--- config.mk ---
export PLATFORM = sky130hd
export DESIGN_NAME = ysyx_22040895_lsu
export DESIGN_NICKNAME = d
export VERILOG_FILES = /design/src/rtl/ysyx_22040895_lsu_pkg.sv /design/src/rtl/ysyx_22040895_lsu_align.sv /design/src/rtl/ysyx_22040895_lsu.sv
export SDC_FILE = /design/constraint.sdc
export NUM_CORES = 1
export LEC_CHECK = 0
export CORE_UTILIZATION = 50
export DETAILED_ROUTE_END_ITERATION = 8
export PLACE_DENSITY = 0.85
export SLEW_MARGIN = 20
export SYNTH_ARGS = -nofsm -noshare
export SYNTH_HDL_FRONTEND = slang
export SYNTH_SLANG_ARGS = --single-unit
--- constraint.sdc ---
create_clock -name clk -period 19.5 [get_ports clk]
set_clock_uncertainty 0.2 [all_clocks]
set_input_delay 3.9 -clock clk [delete_from_list [all_inputs] [get_ports clk]]
set_output_delay 3.9 -clock clk [all_outputs]
set_load 0.02 [all_outputs]
--- src/rtl/ysyx_22040895_lsu_pkg.sv ---
// Shared encodings for the ysyx_22040895 load/store unit: access sizes,
// FSM states, the default data width and small lane-mask helpers.
// Build option: YSYX_22040895_MISALIGN_CHECK_EN (used by the align sub-module).
`ifndef YSYX_22040895_XLEN
`define YSYX_22040895_XLEN 64
`endif

package ysyx_22040895_lsu_pkg;

    typedef enum logic [1:0] {
        SIZE_B = 2'b00,
        SIZE_H = 2'b01,
        SIZE_W = 2'b10,
        SIZE_D = 2'b11
    } size_e;

    typedef enum logic [1:0] {
        S_IDLE = 2'b00,
        S_REQ  = 2'b01,
        S_WAIT = 2'b10,
        S_RESP = 2'b11
    } state_e;

    localparam int XLEN_DEFAULT = `YSYX_22040895_XLEN;

    // Byte-enable pattern of an access before it is shifted into its lanes.
    function automatic logic [7:0] size_byte_mask(input size_e size);
        case (size)
            SIZE_B:  return 8'h01;
            SIZE_H:  return 8'h03;
            SIZE_W:  return 8'h0F;
            default: return 8'hFF;
        endcase
    endfunction

    // Bit-level keep mask of an access; callers truncate it to XLEN.
    function automatic logic [63:0] size_bit_mask(input size_e size);
        case (size)
            SIZE_B:  return 64'h0000_0000_0000_00FF;
            SIZE_H:  return 64'h0000_0000_0000_FFFF;
            SIZE_W:  return 64'h0000_0000_FFFF_FFFF;
            default: return 64'hFFFF_FFFF_FFFF_FFFF;
        endcase
    endfunction

endpackage

--- src/rtl/ysyx_22040895_lsu_align.sv ---
// Combinational lane logic for the LSU: store byte mask and data lane
// shift, natural-alignment check, and load lane extraction with sign/zero
// extension.
// Build option: YSYX_22040895_MISALIGN_CHECK_EN enables st_misalign_o;
// without it the flag is tied low and misaligned lanes simply truncate.
module ysyx_22040895_lsu_align
    import ysyx_22040895_lsu_pkg::*;
#(
    parameter int XLEN = XLEN_DEFAULT
) (
    input  logic [$clog2(XLEN/8)-1:0] st_off_i,
    input  size_e                     st_size_i,
    input  logic [XLEN-1:0]           st_wdata_i,
    output logic [XLEN-1:0]           st_wdata_o,
    output logic [XLEN/8-1:0]         st_mask_o,
    output logic                      st_misalign_o,
    input  logic [$clog2(XLEN/8)-1:0] ld_off_i,
    input  size_e                     ld_size_i,
    input  logic                      ld_unsigned_i,
    input  logic [XLEN-1:0]           ld_rdata_i,
    output logic [XLEN-1:0]           ld_data_o
);

    localparam int NB    = XLEN / 8;
    localparam int OFF_W = $clog2(NB);

    logic [XLEN-1:0] st_keep;
    logic [15:0]     st_mask_wide;
    logic [XLEN-1:0] ld_lane;
    logic [XLEN-1:0] ld_keep;
    logic            ld_sign;

    // Store path: drop bits above the access size, then move into the addressed lanes.
    always_comb begin
        st_keep      = XLEN'(size_bit_mask(st_size_i));
        st_wdata_o   = (st_wdata_i & st_keep) << {st_off_i, 3'b000};
        st_mask_wide = {8'h00, size_byte_mask(st_size_i)} << st_off_i;
        st_mask_o    = st_mask_wide[NB-1:0];
    end

`ifdef YSYX_22040895_MISALIGN_CHECK_EN
    logic [7:0]       align_wide;
    logic [OFF_W-1:0] align_mask;

    // An access is aligned when the offset bits below its size are zero.
    always_comb begin
        align_wide    = (8'd1 << st_size_i) - 8'd1;
        align_mask    = align_wide[OFF_W-1:0];
        st_misalign_o = |(st_off_i & align_mask);
    end
`else
    assign st_misalign_o = 1'b0;
`endif

    // Load path: bring the addressed lane to bit 0, truncate, then extend.
    always_comb begin
        ld_lane = ld_rdata_i >> {ld_off_i, 3'b000};
        ld_keep = XLEN'(size_bit_mask(ld_size_i));
        case (ld_size_i)
            SIZE_B:  ld_sign = ld_lane[7];
            SIZE_H:  ld_sign = ld_lane[15];
            SIZE_W:  ld_sign = ld_lane[31];
            default: ld_sign = ld_lane[XLEN-1];
        endcase
        ld_data_o = ld_lane & ld_keep;
        if (!ld_unsigned_i && ld_sign) begin
            ld_data_o = ld_data_o | ~ld_keep;
        end
    end

endmodule

--- src/rtl/ysyx_22040895_lsu.sv ---
// Multi-cycle load/store unit between execute and writeback. One operation
// per core handshake; memory accessed through a request/response port with
// a timeout. Passthrough operations return the execute result in one cycle.
// Build option: YSYX_22040895_MISALIGN_CHECK_EN rejects misaligned accesses
// with resp_err_o instead of issuing them to memory.
//
// state  | meaning
// IDLE   | ready for a new operation
// REQ    | mem_ce_o high, waiting for mem_ready_i
// WAIT   | load issued, waiting for mem_rvalid_i
// RESP   | response held until resp_ready_i
module ysyx_22040895_lsu
    import ysyx_22040895_lsu_pkg::*;
#(
    parameter int XLEN    = XLEN_DEFAULT,
    parameter int TIMEOUT = 255,
    parameter int CNT_W   = 8
) (
    input  logic              clk,
    input  logic              rst,
    input  logic              req_valid_i,
    output logic              req_ready_o,
    input  logic              req_sl_i,
    input  logic              req_we_i,
    input  logic [1:0]        req_size_i,
    input  logic              req_unsigned_i,
    input  logic [XLEN-1:0]   req_addr_i,
    input  logic [XLEN-1:0]   req_wdata_i,
    output logic              resp_valid_o,
    input  logic              resp_ready_i,
    output logic [XLEN-1:0]   resp_data_o,
    output logic              resp_err_o,
    output logic              mem_ce_o,
    input  logic              mem_ready_i,
    output logic              mem_we_o,
    output logic [XLEN-1:0]   mem_addr_o,
    output logic [XLEN-1:0]   mem_wdata_o,
    output logic [XLEN/8-1:0] mem_wmask_o,
    input  logic              mem_rvalid_i,
    input  logic [XLEN-1:0]   mem_rdata_i
);

    localparam int NB    = XLEN / 8;
    localparam int OFF_W = $clog2(NB);

    state_e           state_q;
    logic [CNT_W-1:0] cnt_q;
    logic [CNT_W-1:0] cnt_d;
    logic             we_q;
    size_e            size_q;
    logic             unsigned_q;
    logic [OFF_W-1:0] off_q;
    logic             mem_ce_q;
    logic [XLEN-1:0]  mem_addr_q;
    logic [XLEN-1:0]  mem_wdata_q;
    logic [NB-1:0]    mem_wmask_q;
    logic             resp_valid_q;
    logic [XLEN-1:0]  resp_data_q;
    logic             resp_err_q;

    size_e            req_size;
    logic [OFF_W-1:0] req_off;
    logic [XLEN-1:0]  st_wdata;
    logic [NB-1:0]    st_mask;
    logic             st_misalign;
    logic [XLEN-1:0]  ld_data;
    logic             size_illegal;
    logic             reject;
    logic             timeout_hit;

    assign req_size = size_e'(req_size_i);
    assign req_off  = req_addr_i[OFF_W-1:0];

    ysyx_22040895_lsu_align #(
        .XLEN (XLEN)
    ) u_align (
        .st_off_i      (req_off),
        .st_size_i     (req_size),
        .st_wdata_i    (req_wdata_i),
        .st_wdata_o    (st_wdata),
        .st_mask_o     (st_mask),
        .st_misalign_o (st_misalign),
        .ld_off_i      (off_q),
        .ld_size_i     (size_q),
        .ld_unsigned_i (unsigned_q),
        .ld_rdata_i    (mem_rdata_i),
        .ld_data_o     (ld_data)
    );

    // Double-word accesses do not exist on a 32-bit datapath; misalignment
    // is only flagged when the check is built in.
    assign size_illegal = (XLEN == 32) && (req_size == SIZE_D);
    assign reject       = size_illegal | st_misalign;

    // The cycle that would take the count to TIMEOUT is the last one allowed.
    assign cnt_d       = cnt_q + 1'b1;
    assign timeout_hit = (TIMEOUT != 0) && (cnt_q == CNT_W'(TIMEOUT - 1));

    // Operation sequencing with all handshake and datapath outputs registered.
    always_ff @(posedge clk or posedge rst) begin
        if (rst) begin
            state_q      <= S_IDLE;
            cnt_q        <= '0;
            we_q         <= 1'b0;
            size_q       <= SIZE_B;
            unsigned_q   <= 1'b0;
            off_q        <= '0;
            mem_ce_q     <= 1'b0;
            mem_addr_q   <= '0;
            mem_wdata_q  <= '0;
            mem_wmask_q  <= '0;
            resp_valid_q <= 1'b0;
            resp_data_q  <= '0;
            resp_err_q   <= 1'b0;
        end else begin
            case (state_q)
                S_IDLE: begin
                    if (req_valid_i) begin
                        we_q       <= req_we_i;
                        size_q     <= req_size;
                        unsigned_q <= req_unsigned_i;
                        off_q      <= req_off;
                        if (!req_sl_i) begin
                            state_q      <= S_RESP;
                            resp_valid_q <= 1'b1;
                            resp_data_q  <= req_addr_i;
                            resp_err_q   <= 1'b0;
                        end else if (reject) begin
                            state_q      <= S_RESP;
                            resp_valid_q <= 1'b1;
                            resp_data_q  <= '0;
                            resp_err_q   <= 1'b1;
                        end else begin
                            state_q     <= S_REQ;
                            cnt_q       <= '0;
                            mem_ce_q    <= 1'b1;
                            mem_addr_q  <= {req_addr_i[XLEN-1:OFF_W], {OFF_W{1'b0}}};
                            mem_wdata_q <= req_we_i ? st_wdata : '0;
                            mem_wmask_q <= req_we_i ? st_mask : '0;
                        end
                    end
                end
                S_REQ: begin
                    if (mem_ready_i) begin
                        mem_ce_q <= 1'b0;
                        if (we_q) begin
                            state_q      <= S_RESP;
                            resp_valid_q <= 1'b1;
                            resp_data_q  <= '0;
                            resp_err_q   <= 1'b0;
                        end else begin
                            state_q <= S_WAIT;
                            cnt_q   <= '0;
                        end
                    end else if (timeout_hit) begin
                        mem_ce_q     <= 1'b0;
                        state_q      <= S_RESP;
                        resp_valid_q <= 1'b1;
                        resp_data_q  <= '0;
                        resp_err_q   <= 1'b1;
                    end else begin
                        cnt_q <= cnt_d;
                    end
                end
                S_WAIT: begin
                    if (mem_rvalid_i) begin
                        state_q      <= S_RESP;
                        resp_valid_q <= 1'b1;
                        resp_data_q  <= ld_data;
                        resp_err_q   <= 1'b0;
                    end else if (timeout_hit) begin
                        state_q      <= S_RESP;
                        resp_valid_q <= 1'b1;
                        resp_data_q  <= '0;
                        resp_err_q   <= 1'b1;
                    end else begin
                        cnt_q <= cnt_d;
                    end
                end
                S_RESP: begin
                    if (resp_ready_i) begin
                        state_q      <= S_IDLE;
                        resp_valid_q <= 1'b0;
                        resp_data_q  <= '0;
                        resp_err_q   <= 1'b0;
                    end
                end
                default: begin
                    state_q <= S_IDLE;
                end
            endcase
        end
    end

    // Ready is withheld for the whole reset window, not just until the first edge.
    assign req_ready_o  = (state_q == S_IDLE) && !rst;
    assign resp_valid_o = resp_valid_q;
    assign resp_data_o  = resp_data_q;
    assign resp_err_o   = resp_err_q;
    assign mem_ce_o     = mem_ce_q;
    assign mem_we_o     = mem_ce_q & we_q;
    assign mem_addr_o   = mem_addr_q;
    assign mem_wdata_o  = mem_wdata_q;
    assign mem_wmask_o  = mem_wmask_q;

endmodule

==> summary.md <==
| Metric | Value |
|---|---|
| RePlAce Congestion | 1.023 |
| Core Region | approximately 25000 sq um |
| Worst EP required | 15400 ps |
| Max-slew headroom | 25.00% |
| Antenna violations before repair | 3 |
| Total Neg Setup Slack | 0 ps |
| Multi-input gate area | 7049 sq um |
| Root Buffer | clkbuf_16 |
| Final cell count without fillers | 2208 |
| FMAX | 107.6 MHz |
| Ports | 408 |
| Pre-antenna DRT Iters | 7 |
| Post-layout util | between 70% and 80% |
| Clk Latency, worst-skew pair | 530 ps |
| Final-report setup violation count | 0 |
| Largest net degree at the start of global routing | 148 |
| Port buffer count | 404 |
| Starting Density | between 50% and 60% |
| PwrDens | 157.6 nW/um^2 |
| Synthesized cell area | 13100 sq um |
| Die ar. | 26860 sq um |
| Nature of the critical path startpoint | input pin |
| Total power draw | approximately 2.9 mW |
| Worst-path fanout max | 2 |
| Setup ws final | 10210 ps |
| Initial drt markers | around 1900 |
| Clock-pin slew on the worst setup and hold paths | 60 ps |
| CP Capture Type | output pin |
| Post-route ant nets | 0 |
| Tcrit/Tclk final | roughly 48% |
| Synth Warn # | 0 |
| Mean post-synth cell area | 8.587 sq um |
| Post-synthesis register bit count | 217 |
| Number of vias per cell | approximately 6.4 |
| Least-Margin Pin Slew | 1111 ps |
| Status | finished, final reports clean |
| Layout net count | 2067 |
| CTS max path bufs | 3 |
| Post_cts resized | 0 |
| Die width | ~160 um |
| Fill count | 1959 |
| Post-synthesis cell count | 1526 |
| H-tree depth | 1 |
| Share of cells above drive strength 1 | 8.645% |
| Place WS | 10230 ps |
| RSZ-0062 raised after global routing | no |
| Register area | 5433 sq um |
| CTS tree | done |
| Clock sinks | 217 |
| Final Hold Fails | 0 |
| Post-synth top area share | 41.44% |
| DP Cell Count | about 2200 |
| Post-CTS Setup Inserts | 0 |
| Total track usage | 38.81% |
| Post-synth EDFFs | 0 |
| Final Critical Period | 9290 ps |
| DR DRC count | 0 |
| Ranking of synthesized cells by area | dfrtp_1 (41%), nand2_1 (6.9%), o21ai_0 (6.2%) |
| Post-route cell area | 18130 sq um |
| Die Y | 163.9 um |
| Max Cap Viol | 0 |
| Grt ovf | 0 |
| Netlist cell types | 67 |
| Wirelength per Cell | between 20 and 25 um |
| Row count | 58 |
| Fin. max-slew vios | 0 |
| Post-Route WL | 53340 um |
| Area after DPL | 17260 sq um |
| Synth area leader | dfrtp_1 |
| Asr flop ratio synth | 100.0% |
| Global-route wire length before repair | 79430 um |
| Lkg Pwr | 7.665 nW |
| Kind of critical path | in2out |
| Post-synthesis sequential area ratio | between 40% and 50% |
| Area growth from synthesis to layout | 38.39% |
| Worst vdd ir | 0.0001048 V |
| CTS Buf Count | 26 |
| WHS | 275.0 ps |
| Vias in the first global route | roughly 13000 |
| Main synth FF type | dfrtp_1 |
| Via count | about 14000 |
| Min-delay worst type | reg2reg |
| Critical Path AT | 5190 ps |
| Detailed placement HPWL | a little under 40000 um |
| CTS Hold Bufs | 0 |
## worst max-delay path, stage by stage
cell,delay (ps)
clkdlybuf4s50_1,520
nor2_1,150
clkdlybuf4s50_1,610
## state kept, by name, summed over array words and instances (netlist names)
signal,cells
state_q,2
mem_wmask_o,8
we_q,1
mem_ce_o,1
unsigned_q,1
cnt_q,8
size_q,2
off_q,3
resp_err_o,1
resp_data_o,64
mem_addr_o,61
resp_valid_o,1
mem_wdata_o,64
## path summary, 6_finish.rpt
check / start / endpoint / slack, ps / cells after the start
min in group asynchronous: rst / mem_addr_o[15] / 3670 / 2
worst min register to register: mem_addr_o[9] / mem_addr_o[9] / 270 / 2
worst max-delay path: rst / req_ready_o / 10210 / 3
worst min-delay path: mem_addr_o[9] / mem_addr_o[9] / 270 / 2
max in group asynchronous: rst / mem_wdata_o[40] / 13830 / 3
worst max register to register: state_q[1] / resp_data_o[13] / 15710 / 10
## synth_stat cells, types with 16 or more instances
cell and number:
a21oi_1 149, a221o_1 22, a22o_1 42, a22oi_1 57
buf_2 16, clkbuf_1 95, dfrtp_1 217, inv_1 42
mux2_2 56, mux2i_1 45, nand2_1 240, nand3_1 27
nor2_1 118, nor2b_1 21, o21ai_0 162
## cell families (layout without fill, tap and decap cells)
family	count (synthesis)	count (layout)	synth area share [%]
and+or+nand+nor	461	461	15.21
muxes	106	106	9.109
adders and majority gates	7	7	0.6684
AOI/OAI and AO/OA	566	566	28.35
other	1	7	0.02862
buffers and inverters	168	514	5.194
DFF	217	217	41.44
## report_power, final
group          internal, mW  leakage, nW  switching, mW
sequential            0.628         2.82          0.141
combinational         0.650         4.42          0.947
clock                 0.292        0.417          0.200
## final cells by class
cell class / instances / share of cell area (%)
multi-input combinational: 1143 / 38.87
clock inverter: 6 / 0.3657
sequential: 217 / 29.96
antenna: 4 / 0.05520
timing repair buffer: 426 / 23.15
tap: 330 / 2.277
clock buffer: 39 / 4.360
inverter: 43 / 0.9590
## cell usage in the layout, fill, tap and decap left out, drive strengths merged, types with 10 or more instances in the layout
| cell | count |
|---|---|
| clkdlybuf4s50 | 402 |
| a221o | 22 |
| mux2i | 46 |
| inv | 43 |
| a31oi | 12 |
| o31ai | 10 |
| a211oi | 14 |
| o21ai | 169 |
| nand3 | 27 |
| dfrtp | 217 |
| o221ai | 10 |
| mux2 | 56 |
| a21oi | 151 |
| nand2 | 240 |
| o41ai | 15 |
| a22o | 42 |
| nor2b | 21 |
| nor3 | 17 |
| clkbuf | 39 |
| a221oi | 10 |
| o22ai | 13 |
| buf | 24 |
| nor2 | 118 |
| a22oi | 57 |
## layer usage
| metal | vias to the layer above | GRT usage (%) | part of all wire, % |
|---|---|---|---|
| met5 | - | 0 | 0 |
| met3 | 173 | 8.005 | 11 |
| met1 | 6797 | 52.62 | 38 |
| met4 | 0 | 16.79 | 4.8 |
| li1 | 6223 | - | - |
| met2 | 991 | 60.07 | 46 |
No activity file was read; power rests on OpenSTA's default activity.
